File: config.mk
export PLATFORM = sky130hd
export DESIGN_NAME = uart_word_dispatcher
export DESIGN_NICKNAME = d
export VERILOG_FILES = /design/src/rtl/uart_disp_pkg.sv /design/src/rtl/byte_edge_pending.sv /design/src/rtl/uart_word_dispatcher.sv
export SDC_FILE = /design/constraint.sdc
export NUM_CORES = 1
export LEC_CHECK = 0
export CAP_MARGIN = 20
export CORE_ASPECT_RATIO = 0.8
export CORE_MARGIN = 2
export CORE_UTILIZATION = 45
export DETAILED_ROUTE_END_ITERATION = 8
export GPL_TIMING_DRIVEN = 0
export PLACE_DENSITY = 0.75
export SLEW_MARGIN = 15
export SYNTH_ARGS = -nofsm -noshare
export SYNTH_HDL_FRONTEND = slang
export SYNTH_HIERARCHICAL = 1
export SYNTH_SLANG_ARGS = --single-unit
File: constraint.sdc
create_clock -name i_clk -period 2.9 [get_ports i_clk]
set_clock_uncertainty 0.15 [all_clocks]
set_input_delay 0.87 -clock i_clk [delete_from_list [all_inputs] [get_ports i_clk]]
set_output_delay 0.87 -clock i_clk [all_outputs]
set_load 0.03 [all_outputs]
File: src/rtl/uart_disp_pkg.sv
// ---------------------------------------------------------------------------
// uart_disp_pkg
// Shared definitions for the UART word dispatcher: controller state encoding
// and the layout of the packet header byte.
//   Header bits [3:0] : destination channel id
//   Header bits [7:4] : number of words in the packet minus one
// ---------------------------------------------------------------------------
package uart_disp_pkg;

    typedef enum logic [1:0] {
        HDR      = 2'd0,
        DATA     = 2'd1,
        DISPATCH = 2'd2,
        DROP     = 2'd3
    } disp_state_t;

    localparam int HDR_CH_LSB  = 0;
    localparam int HDR_CH_W    = 4;
    localparam int HDR_CNT_LSB = 4;
    localparam int HDR_CNT_W   = 4;

    // Destination channel id carried in a header byte.
    function automatic logic [HDR_CH_W-1:0] hdr_channel(input logic [7:0] hdr);
        return hdr[HDR_CH_LSB +: HDR_CH_W];
    endfunction

    // Index of the last word of the packet (word count minus one).
    function automatic logic [HDR_CNT_W-1:0] hdr_last_word(input logic [7:0] hdr);
        return hdr[HDR_CNT_LSB +: HDR_CNT_W];
    endfunction

endpackage

File: src/rtl/byte_edge_pending.sv
// ---------------------------------------------------------------------------
// byte_edge_pending
// Turns the receiver's level "byte ready" into a one-byte-deep pending flag.
// A rising edge on i_in_data_ready arms the flag; the flag is offered to the
// controller through o_valid whenever the controller can take a byte, and
// every accepted byte is acknowledged back to the receiver one cycle later.
// Ports:
//   i_clk           system clock
//   i_rst_n         asynchronous active-low reset
//   i_in_data_ready byte valid level from the receiver
//   i_consume_en    controller is in a state that accepts bytes
//   o_valid         a byte is being consumed this cycle
//   o_out_akn       one-cycle pulse: byte consumed
// ---------------------------------------------------------------------------
module byte_edge_pending (
    input  logic i_clk,
    input  logic i_rst_n,
    input  logic i_in_data_ready,
    input  logic i_consume_en,
    output logic o_valid,
    output logic o_out_akn
);

    logic r_prev;
    logic r_pending;
    logic r_akn;
    logic w_rise;

    assign w_rise    = i_in_data_ready & ~r_prev;
    assign o_valid   = r_pending & i_consume_en;
    assign o_out_akn = r_akn;

    // A fresh edge arriving in the same cycle as a consume keeps the flag
    // set, so back-to-back bytes are never lost.
    always_ff @(posedge i_clk or negedge i_rst_n) begin
        if (!i_rst_n) begin
            r_prev    <= 1'b0;
            r_pending <= 1'b0;
            r_akn     <= 1'b0;
        end else begin
            r_prev    <= i_in_data_ready;
            r_pending <= w_rise | (r_pending & ~o_valid);
            r_akn     <= o_valid;
        end
    end

endmodule

File: src/rtl/uart_word_dispatcher.sv
// ---------------------------------------------------------------------------
// uart_word_dispatcher
// Packet controller between a UART byte receiver and NCH word consumers.
// A header byte selects the destination channel and word count; the following
// bytes are packed LSB-first into BPW-byte words, and each finished word is
// offered to its channel with a ready/acknowledge handshake before assembly
// resumes. Packets for unknown channels and packets that stall for TIMEOUT
// cycles between bytes are dropped and flagged on o_pkt_err.
// Ports:
//   i_clk            system clock
//   i_rst_n          asynchronous active-low reset
//   i_in_data_ready  byte valid level, new byte on its rising edge
//   i_byte_in        byte from receiver, stable until o_out_akn
//   o_out_akn        one-cycle pulse: byte consumed
//   o_ch_data_ready  one-hot: o_word_out valid for channel i
//   i_ch_akn         consumer i has taken o_word_out
//   o_word_out       assembled word, byte k in bits [8k+7:8k]
//   o_pkt_err        one-cycle pulse: packet dropped
//   o_busy           high whenever not waiting for a header
// ---------------------------------------------------------------------------
module uart_word_dispatcher
    import uart_disp_pkg::*;
#(
    parameter int BPW     = 4,
    parameter int NCH     = 4,
    parameter int TIMEOUT = 100000
) (
    input  logic             i_clk,
    input  logic             i_rst_n,
    input  logic             i_in_data_ready,
    input  logic [7:0]       i_byte_in,
    output logic             o_out_akn,
    output logic [NCH-1:0]   o_ch_data_ready,
    input  logic [NCH-1:0]   i_ch_akn,
    output logic [BPW*8-1:0] o_word_out,
    output logic             o_pkt_err,
    output logic             o_busy
);

    localparam int BIW = (BPW > 1) ? $clog2(BPW) : 1;
    localparam int TW  = $clog2(TIMEOUT + 1);
    localparam int RW  = $clog2(16 * BPW + 1);

    disp_state_t r_state, w_state_nxt;

    logic [HDR_CH_W-1:0]  r_ch, w_ch_nxt;
    logic [HDR_CNT_W-1:0] r_last_word, w_last_word_nxt;
    logic [HDR_CNT_W-1:0] r_word_idx, w_word_idx_nxt;
    logic [BIW-1:0]       r_byte_idx, w_byte_idx_nxt;
    logic [RW-1:0]        r_remaining, w_remaining_nxt;
    logic [TW-1:0]        r_timer, w_timer_nxt, w_timer_inc;
    logic [BPW*8-1:0]     r_asm, w_asm_nxt;
    logic [BPW*8-1:0]     r_word, w_word_nxt;
    logic [NCH-1:0]       r_ch_ready, w_ch_ready_nxt, w_ch_mask;
    logic                 r_pkt_err, w_pkt_err_nxt;
    logic                 w_valid, w_consume_en, w_akn_hit;

    // Bytes are never taken while a word is waiting for its consumer; an edge
    // seen then simply stays pending until assembly resumes.
    assign w_consume_en = (r_state != DISPATCH);

    byte_edge_pending u_edge (
        .i_clk           (i_clk),
        .i_rst_n         (i_rst_n),
        .i_in_data_ready (i_in_data_ready),
        .i_consume_en    (w_consume_en),
        .o_valid         (w_valid),
        .o_out_akn       (o_out_akn)
    );

    // One-hot mask of the addressed channel; only meaningful once the header
    // has been range checked.
    always_comb begin
        w_ch_mask = '0;
        for (int i = 0; i < NCH; i++) begin
            w_ch_mask[i] = (int'(r_ch) == i);
        end
    end

    // Only an acknowledge against a word actually on offer counts, so an
    // acknowledge held high cannot pre-accept the next word.
    assign w_akn_hit = |(r_ch_ready & i_ch_akn);

    assign o_ch_data_ready = r_ch_ready;
    assign o_word_out      = r_word;
    assign o_pkt_err       = r_pkt_err;
    assign o_busy          = (r_state != HDR);

    // Next-state and datapath decode. A consumed byte always takes priority
    // over the idle timeout since it proves the packet is still alive.
    always_comb begin
        w_state_nxt     = r_state;
        w_ch_nxt        = r_ch;
        w_last_word_nxt = r_last_word;
        w_word_idx_nxt  = r_word_idx;
        w_byte_idx_nxt  = r_byte_idx;
        w_remaining_nxt = r_remaining;
        w_timer_nxt     = r_timer;
        w_asm_nxt       = r_asm;
        w_word_nxt      = r_word;
        w_ch_ready_nxt  = '0;
        w_pkt_err_nxt   = 1'b0;
        w_timer_inc     = r_timer + TW'(1);

        case (r_state)
            HDR: begin
                if (w_valid) begin
                    w_ch_nxt        = hdr_channel(i_byte_in);
                    w_last_word_nxt = hdr_last_word(i_byte_in);
                    w_word_idx_nxt  = '0;
                    w_byte_idx_nxt  = '0;
                    w_timer_nxt     = '0;
                    w_remaining_nxt = RW'((int'(hdr_last_word(i_byte_in)) + 1) * BPW);
                    if (int'(hdr_channel(i_byte_in)) < NCH) begin
                        w_state_nxt = DATA;
                    end else begin
                        w_state_nxt = DROP;
                    end
                end
            end

            DATA: begin
                if (w_valid) begin
                    w_timer_nxt = '0;
                    w_asm_nxt[{r_byte_idx, 3'b000} +: 8] = i_byte_in;
                    if (r_byte_idx == BIW'(BPW - 1)) begin
                        w_word_nxt     = w_asm_nxt;
                        w_byte_idx_nxt = '0;
                        w_state_nxt    = DISPATCH;
                    end else begin
                        w_byte_idx_nxt = r_byte_idx + BIW'(1);
                    end
                end else if (w_timer_inc == TW'(TIMEOUT)) begin
                    w_state_nxt    = HDR;
                    w_pkt_err_nxt  = 1'b1;
                    w_byte_idx_nxt = '0;
                    w_timer_nxt    = '0;
                end else begin
                    w_timer_nxt = w_timer_inc;
                end
            end

            DISPATCH: begin
                // Ready rises the cycle after entry and is held until taken.
                if (w_akn_hit) begin
                    if (r_word_idx == r_last_word) begin
                        w_state_nxt = HDR;
                    end else begin
                        w_word_idx_nxt = r_word_idx + HDR_CNT_W'(1);
                        w_state_nxt    = DATA;
                    end
                end else begin
                    w_ch_ready_nxt = w_ch_mask;
                end
            end

            DROP: begin
                if (w_valid) begin
                    w_timer_nxt = '0;
                    if (r_remaining == RW'(1)) begin
                        w_state_nxt   = HDR;
                        w_pkt_err_nxt = 1'b1;
                    end else begin
                        w_remaining_nxt = r_remaining - RW'(1);
                    end
                end else if (w_timer_inc == TW'(TIMEOUT)) begin
                    w_state_nxt   = HDR;
                    w_pkt_err_nxt = 1'b1;
                    w_timer_nxt   = '0;
                end else begin
                    w_timer_nxt = w_timer_inc;
                end
            end

            default: begin
                w_state_nxt = HDR;
            end
        endcase
    end

    // State and datapath registers.
    always_ff @(posedge i_clk or negedge i_rst_n) begin
        if (!i_rst_n) begin
            r_state     <= HDR;
            r_ch        <= '0;
            r_last_word <= '0;
            r_word_idx  <= '0;
            r_byte_idx  <= '0;
            r_remaining <= '0;
            r_timer     <= '0;
            r_asm       <= '0;
            r_word      <= '0;
            r_ch_ready  <= '0;
            r_pkt_err   <= 1'b0;
        end else begin
            r_state     <= w_state_nxt;
            r_ch        <= w_ch_nxt;
            r_last_word <= w_last_word_nxt;
            r_word_idx  <= w_word_idx_nxt;
            r_byte_idx  <= w_byte_idx_nxt;
            r_remaining <= w_remaining_nxt;
            r_timer     <= w_timer_nxt;
            r_asm       <= w_asm_nxt;
            r_word      <= w_word_nxt;
            r_ch_ready  <= w_ch_ready_nxt;
            r_pkt_err   <= w_pkt_err_nxt;
        end
    end

endmodule

# Yosys cells after proc, flatten, opt, wreduce, memory -nomap -nowiden
# Index checks and enable logic that the tools add are counted.
# Widths: inputs -> output; s select.
[totals]
reg_bits = 112
input_bits = 15
out_inout_bits = 39
wordCells = 101
[classes]
addsub = 6
order_cmp = 1
n_eq_ne = 19
shift = 2
n_mux = 35
bitwise_logic = 7
reduce_logical = 17
[ops]
columns = ["op", "n"]
rows = [
  ["$mux 17", 3],
  ["$pmux 17 s2", 1],
  ["$bwmux 32", 1],
  ["$shift 8x7->32 const A", 1],
  ["$shiftx 8x7->32", 1],
  ["$mux 2", 12],
  ["$mux 7", 3],
  ["$mux 4", 5],
  ["$add 17x1->17 const B", 1],
  ["$eq 17x17->1 const B", 1],
  ["$pmux 7 s2", 1],
  ["$reduce_and 4->1", 3],
  ["$reduce_bool 2->1", 5],
  ["$eq 4x3->1 const B", 2],
  ["$ne 2x2->1 const B", 4],
  ["$pmux 2 s4", 1],
  ["$pmux 4 s2", 1],
  ["$eq 7x1->1 const B", 1],
  ["$neg 5->7", 1],
  ["$sub 7x1->7 const B", 1],
  ["$eq 2x2->1 const B", 3],
  ["$ne 3x3->1 const B", 2],
  ["$reduce_and 2->1", 3],
  ["$reduce_and 3->1", 2],
  ["20 further kinds", 28],
]

# Logic depth before layout (Yosys ltp)
[logic_depth]
word_depth = 5
depth_mapped = 11
mapped_depth_nobuf = 9

# Hierarchy
# Netlist, hierarchy kept.
[by_module_without_submodules]
columns = ["module", "n_inst", "cells_each", "area_each_um2", "seq_area_each_um2"]
rows = [
  ["uart_word_dispatcher", 1, 566, 5459.0, 2727.6],
  ["byte_edge_pending", 1, 7, 102.6, 75.1],
]

# Least setup slack after synthesis
# Ideal clock, no wire load.
[synth_path]
path_kind = "register to register"
from = "register r_timer[0]"
to = "register r_timer[9]"
setup_ps = 124
arrival_time_ps = 2267
required_time_ps = 2626
path_slack_ps = 359
path_stages_with_launch = 9
path_buffers = 1
synth_period_minus_slack_ps = 2541
cell_sequence = "dfrtp_1 -> ha_1 -> and4_4 -> buf_4 -> a31o_1 -> a221oi_2 -> nand4_4 -> a221o_1 -> or2_1"
[synth_via]
elab_chain_len = 5
[synth_rtl]
columns = ["item", "line", "text"]
rows = [
  ["from (decl)", "uart_word_dispatcher.sv:51", "logic [TW-1:0] r_timer, w_timer_nxt, w_timer_inc;"],
  ["from (signal assigned)", "uart_word_dispatcher.sv:202", "r_timer <= w_timer_nxt;"],
  ["$add 17x1->17 *", "uart_word_dispatcher.sv:103", "w_timer_inc = r_timer + TW'(1);"],
  ["$eq 17x17->1", "uart_word_dispatcher.sv:133, uart_word_dispatcher.sv:166", ""],
  ["$mux 17 *", "uart_word_dispatcher.sv:133, uart_word_dispatcher.sv:166", ""],
  ["$mux 17 *", "uart_word_dispatcher.sv:123", "if (w_valid) begin"],
  ["$pmux 17 s2 *", "uart_word_dispatcher.sv:105", "case (r_state)"],
]
# Every way passes the cells marked *; elsewhere a longest branch is shown, timed or not.
# A chain may end at the register's enable or synchronous reset.

# Worst setup path after layout
[layout_path]
from = "register r_state[1]"
to = "output o_busy"
[layout_via]
elab_chain_len = 1
[layout_rtl]
columns = ["item", "line", "text"]
rows = [
  ["from (decl)", "uart_word_dispatcher.sv:44", "disp_state_t r_state, w_state_nxt;"],
  ["from (signal assigned)", "uart_word_dispatcher.sv:196", "r_state <= w_state_nxt;"],
  ["$reduce_bool 2->1", "uart_word_dispatcher.sv:87", "assign o_busy = (r_state != HDR);"],
  ["to (decl)", "uart_word_dispatcher.sv:37", "output logic o_busy"],
]
# No other way between the ends.

==> out/qor.yml <==
p_total_mw: 6.28
num_vias: 4663
grt_max_degree: 83
cts.path.max_buffers: 2
critPathLaunchType: "flip-flop"
grt.total_usage: 0.212
htree_levels: 3
multi_input_area_um2: 2580
synth.yosys.warnings: 6
clkPwrFrac: 0.192
grt_pass1_vias: 4268
seqCellArea_um2: 2800
grt_pass1_wl_um: 22000
report.final.setup_viol: 0
post_cts_buffers: 0
leakage_nw: 2.84
power.share.switching: 0.404
utilization: 0.544
syn_area_um2: 5560
cp_max_fo: 10
worstMarginPinSlew_ps: 715
clk_pin_slew_ps: 80
grt_antenna_before_repair: 0
start_util: 0.459
fmax_ghz: 0.360
power.density_nw_per_um2: 953
gp_congestion: 0.872
detailed_place_hpwl_um: 9480
syn-num-nets: 599
route.detailed.wl_per_inst_um: 17.2
cp.required_ps: 1880
hold_path.class: "in -> async"
synth.ff_latch_count: 112
layout.nets: 660
clock_sinks: 112
ys_types: 63
drc: 0
p_switching_mw: 2.54
drtIter0Drc: 409
min_period_ps: 2780
drv_cap: 0
clock_latency_ps: 360
cts_hold_buffers: 0
slew_viol_final: 0
outcome: "finished, final reports clean"
synth_flop_cell: "dfrtp_1"
pre_cts_ws_ps: -106
slew_headroom: 0.523
whs_ps: 236
tritoncts: "built"
numCtsBuffers: 9
worst_slack_ps: 118
arrival_ps: 1760
drt-total-wl_um: 13600
syn2layout_area_growth_pct: 18.5
peakVddDrop_uv: 418
synth_area_per_cell_um2: 9.71
core_um2: 12100
combPwrFrac: 0.420
syn-instance-count: 573
fillers: 1065
crit_type: "reg -> out"
ys_seq_area_frac: 0.504
root_buffer: "clkbuf_16"
antenna_cells: 0
synthArstFlopShare: 1.00
period_share: 0.959
vias_per_cell: 5.90
row_count: 36
drtPass1Iterations: 5
rsz0062_at_grt: "no"
seqPwrFrac: 0.388
dieArea_um2: 13300
synth_edf_count: 0
pin_count: 54
internal_power_mw: 3.74
grt-ovfl-total: 0
numPortBuffers: 50
dieWidth_um: 128
ant_nets: 0
end_kind: "output pin"
die_y_um: 103
layout-drive-gt1-share: 0.0829
hold_viol: 0
kinds of logic after synthesis:
kind of cell | count (synthesis) | share of synthesized area
simple gates | 208 | 0.200
flops | 112 | 0.504
xor+xnor | 10 | 0.0157
compound gates | 171 | 0.197
fa+ha+maj | 11 | 0.0247
mux | 11 | 0.0218
buf+inv | 50 | 0.0369
power by group through the flow:
stage	logic, mW	registers, mW	clock network (mW)
finish	2.63	2.44	1.21
global route	2.89	2.51	1.28
CTS	2.62	2.44	1.22
detailed placement	2.63	2.45	0
global placement	2.55	2.41	0
floorplan	1.26	2.85	0
metrics by stage:
step	instances	setup TNS [ps]	cell area, um2
2_1_floorplan	573	0	5560
3_3_place_gp	775	-379530	6250
3_5_place_dp	776	-626	6280
4_1_cts	791	0	6560
5_1_grt	791	0	6590
6_report	791	0	6590
critical path, stage by stage, from the launching register on:
cell and delay [ps]:
dfrtp_2 460, inv_1 150, nand2_1 120, clkdlybuf4s50_1 670
layout make-up:
type / instances / area share
Tap cell: 152 / 0.0289
Timing Repair Buffer: 51 / 0.0803
Inverter: 14 / 0.00798
Clock buffer: 10 / 0.0348
Multi-Input combinational cell: 411 / 0.391
Sequential cell: 112 / 0.426
Buffer: 35 / 0.0234
Clock inverter: 6 / 0.00779
layout by cell type, fill, tap and decap left out, types with 7 or more instances in the layout:
cell type and n:
dfrtp_1 111, nand2_1 70, o21ai_0 56, clkdlybuf4s50_1 49, a21oi_1 44, nor2b_1 34
a22o_1 30, clkbuf_1 27, nor2_1 20, inv_1 14, nand3_1 13, nor3_1 11
ha_1 11, nand4_1 10, mux2_2 9, clkbuf_16 9, and3_1 8, o211ai_1 7
and2_1 7, xnor2_1 7
state kept, by name, summed over array words and instances (netlist names):
| name | cells |
|---|---|
| o_ch_data_ready | 4 |
| o_pkt_err | 1 |
| o_word_out | 32 |
| r_asm | 32 |
| r_byte_idx | 2 |
| r_ch | 4 |
| r_last_word | 4 |
| r_remaining | 7 |
| r_state | 2 |
| r_timer | 17 |
| r_word_idx | 4 |
| u_edge/o_out_akn | 1 |
| u_edge/r_pending | 1 |
| u_edge/r_prev | 1 |
Yosys cell counts (all sizes together) (2+ instances only):
library cell | n | share of area
dfrtp | 112 | 0.50
o211ai | 7 | 0.0094
clkbuf | 31 | 0.021
and4b | 2 | 0.0036
nand2 | 70 | 0.047
nor2 | 22 | 0.015
a211oi | 2 | 0.0027
and4 | 3 | 0.0052
inv | 14 | 0.0094
and2 | 9 | 0.010
nor4 | 2 | 0.0022
or3 | 4 | 0.0054
nand2b | 2 | 0.0022
a21oi | 44 | 0.040
xnor2 | 7 | 0.011
a31oi | 4 | 0.0045
nand3 | 14 | 0.015
mux2 | 9 | 0.018
o21ai | 58 | 0.052
or2 | 3 | 0.0034
and3 | 10 | 0.012
nand3b | 5 | 0.0067
or4 | 2 | 0.0027
mux2i | 2 | 0.0036
o2111ai | 3 | 0.0047
o31ai | 5 | 0.0067
o22ai | 2 | 0.0034
a22o | 30 | 0.047
xor2 | 3 | 0.0047
nor3 | 12 | 0.011
a221oi | 2 | 0.0043
buf | 5 | 0.0065
ha | 11 | 0.025
a22oi | 3 | 0.0040
nor2b | 34 | 0.038
nand4 | 11 | 0.015
final timing paths:
check                                         from                    endpoint  slack (ps)  cells past startpoint
setup / recovery            r_state[1]$_DFFE_PN0P_                      o_busy         120                      3
hold reg to reg            u_edge/r_prev$_DFF_PN0_  u_edge/r_pending$_DFF_PN0_         280                      1
max in group asynchronous                  i_rst_n      r_state[1]$_DFFE_PN0P_        1670                      2
setup reg to reg            r_timer[0]$_DFFE_PN0P_      r_timer[9]$_DFFE_PN0P_         130                      8
min in group i_clk         u_edge/r_prev$_DFF_PN0_  u_edge/r_pending$_DFF_PN0_         280                      1
hold / removal                             i_rst_n   o_word_out[1]$_DFFE_PN0P_         240                      1
per-layer routing:
layer  global-route usage  part of all wire  up-vias
met4               0.0769             0.018        0
met1                0.309              0.48     2299
met5                    0                 0        -
met2                0.320              0.45      167
li1                     -                 -     2176
met3               0.0365             0.052       21
timing repair:
item	in CTS	in global routing
endpoints found under the setup margin	11	29
gates resized for setup	2	12
hold endpoints to repair	0	0
pin swaps	0	0
(Power assumes the default switching activity.)
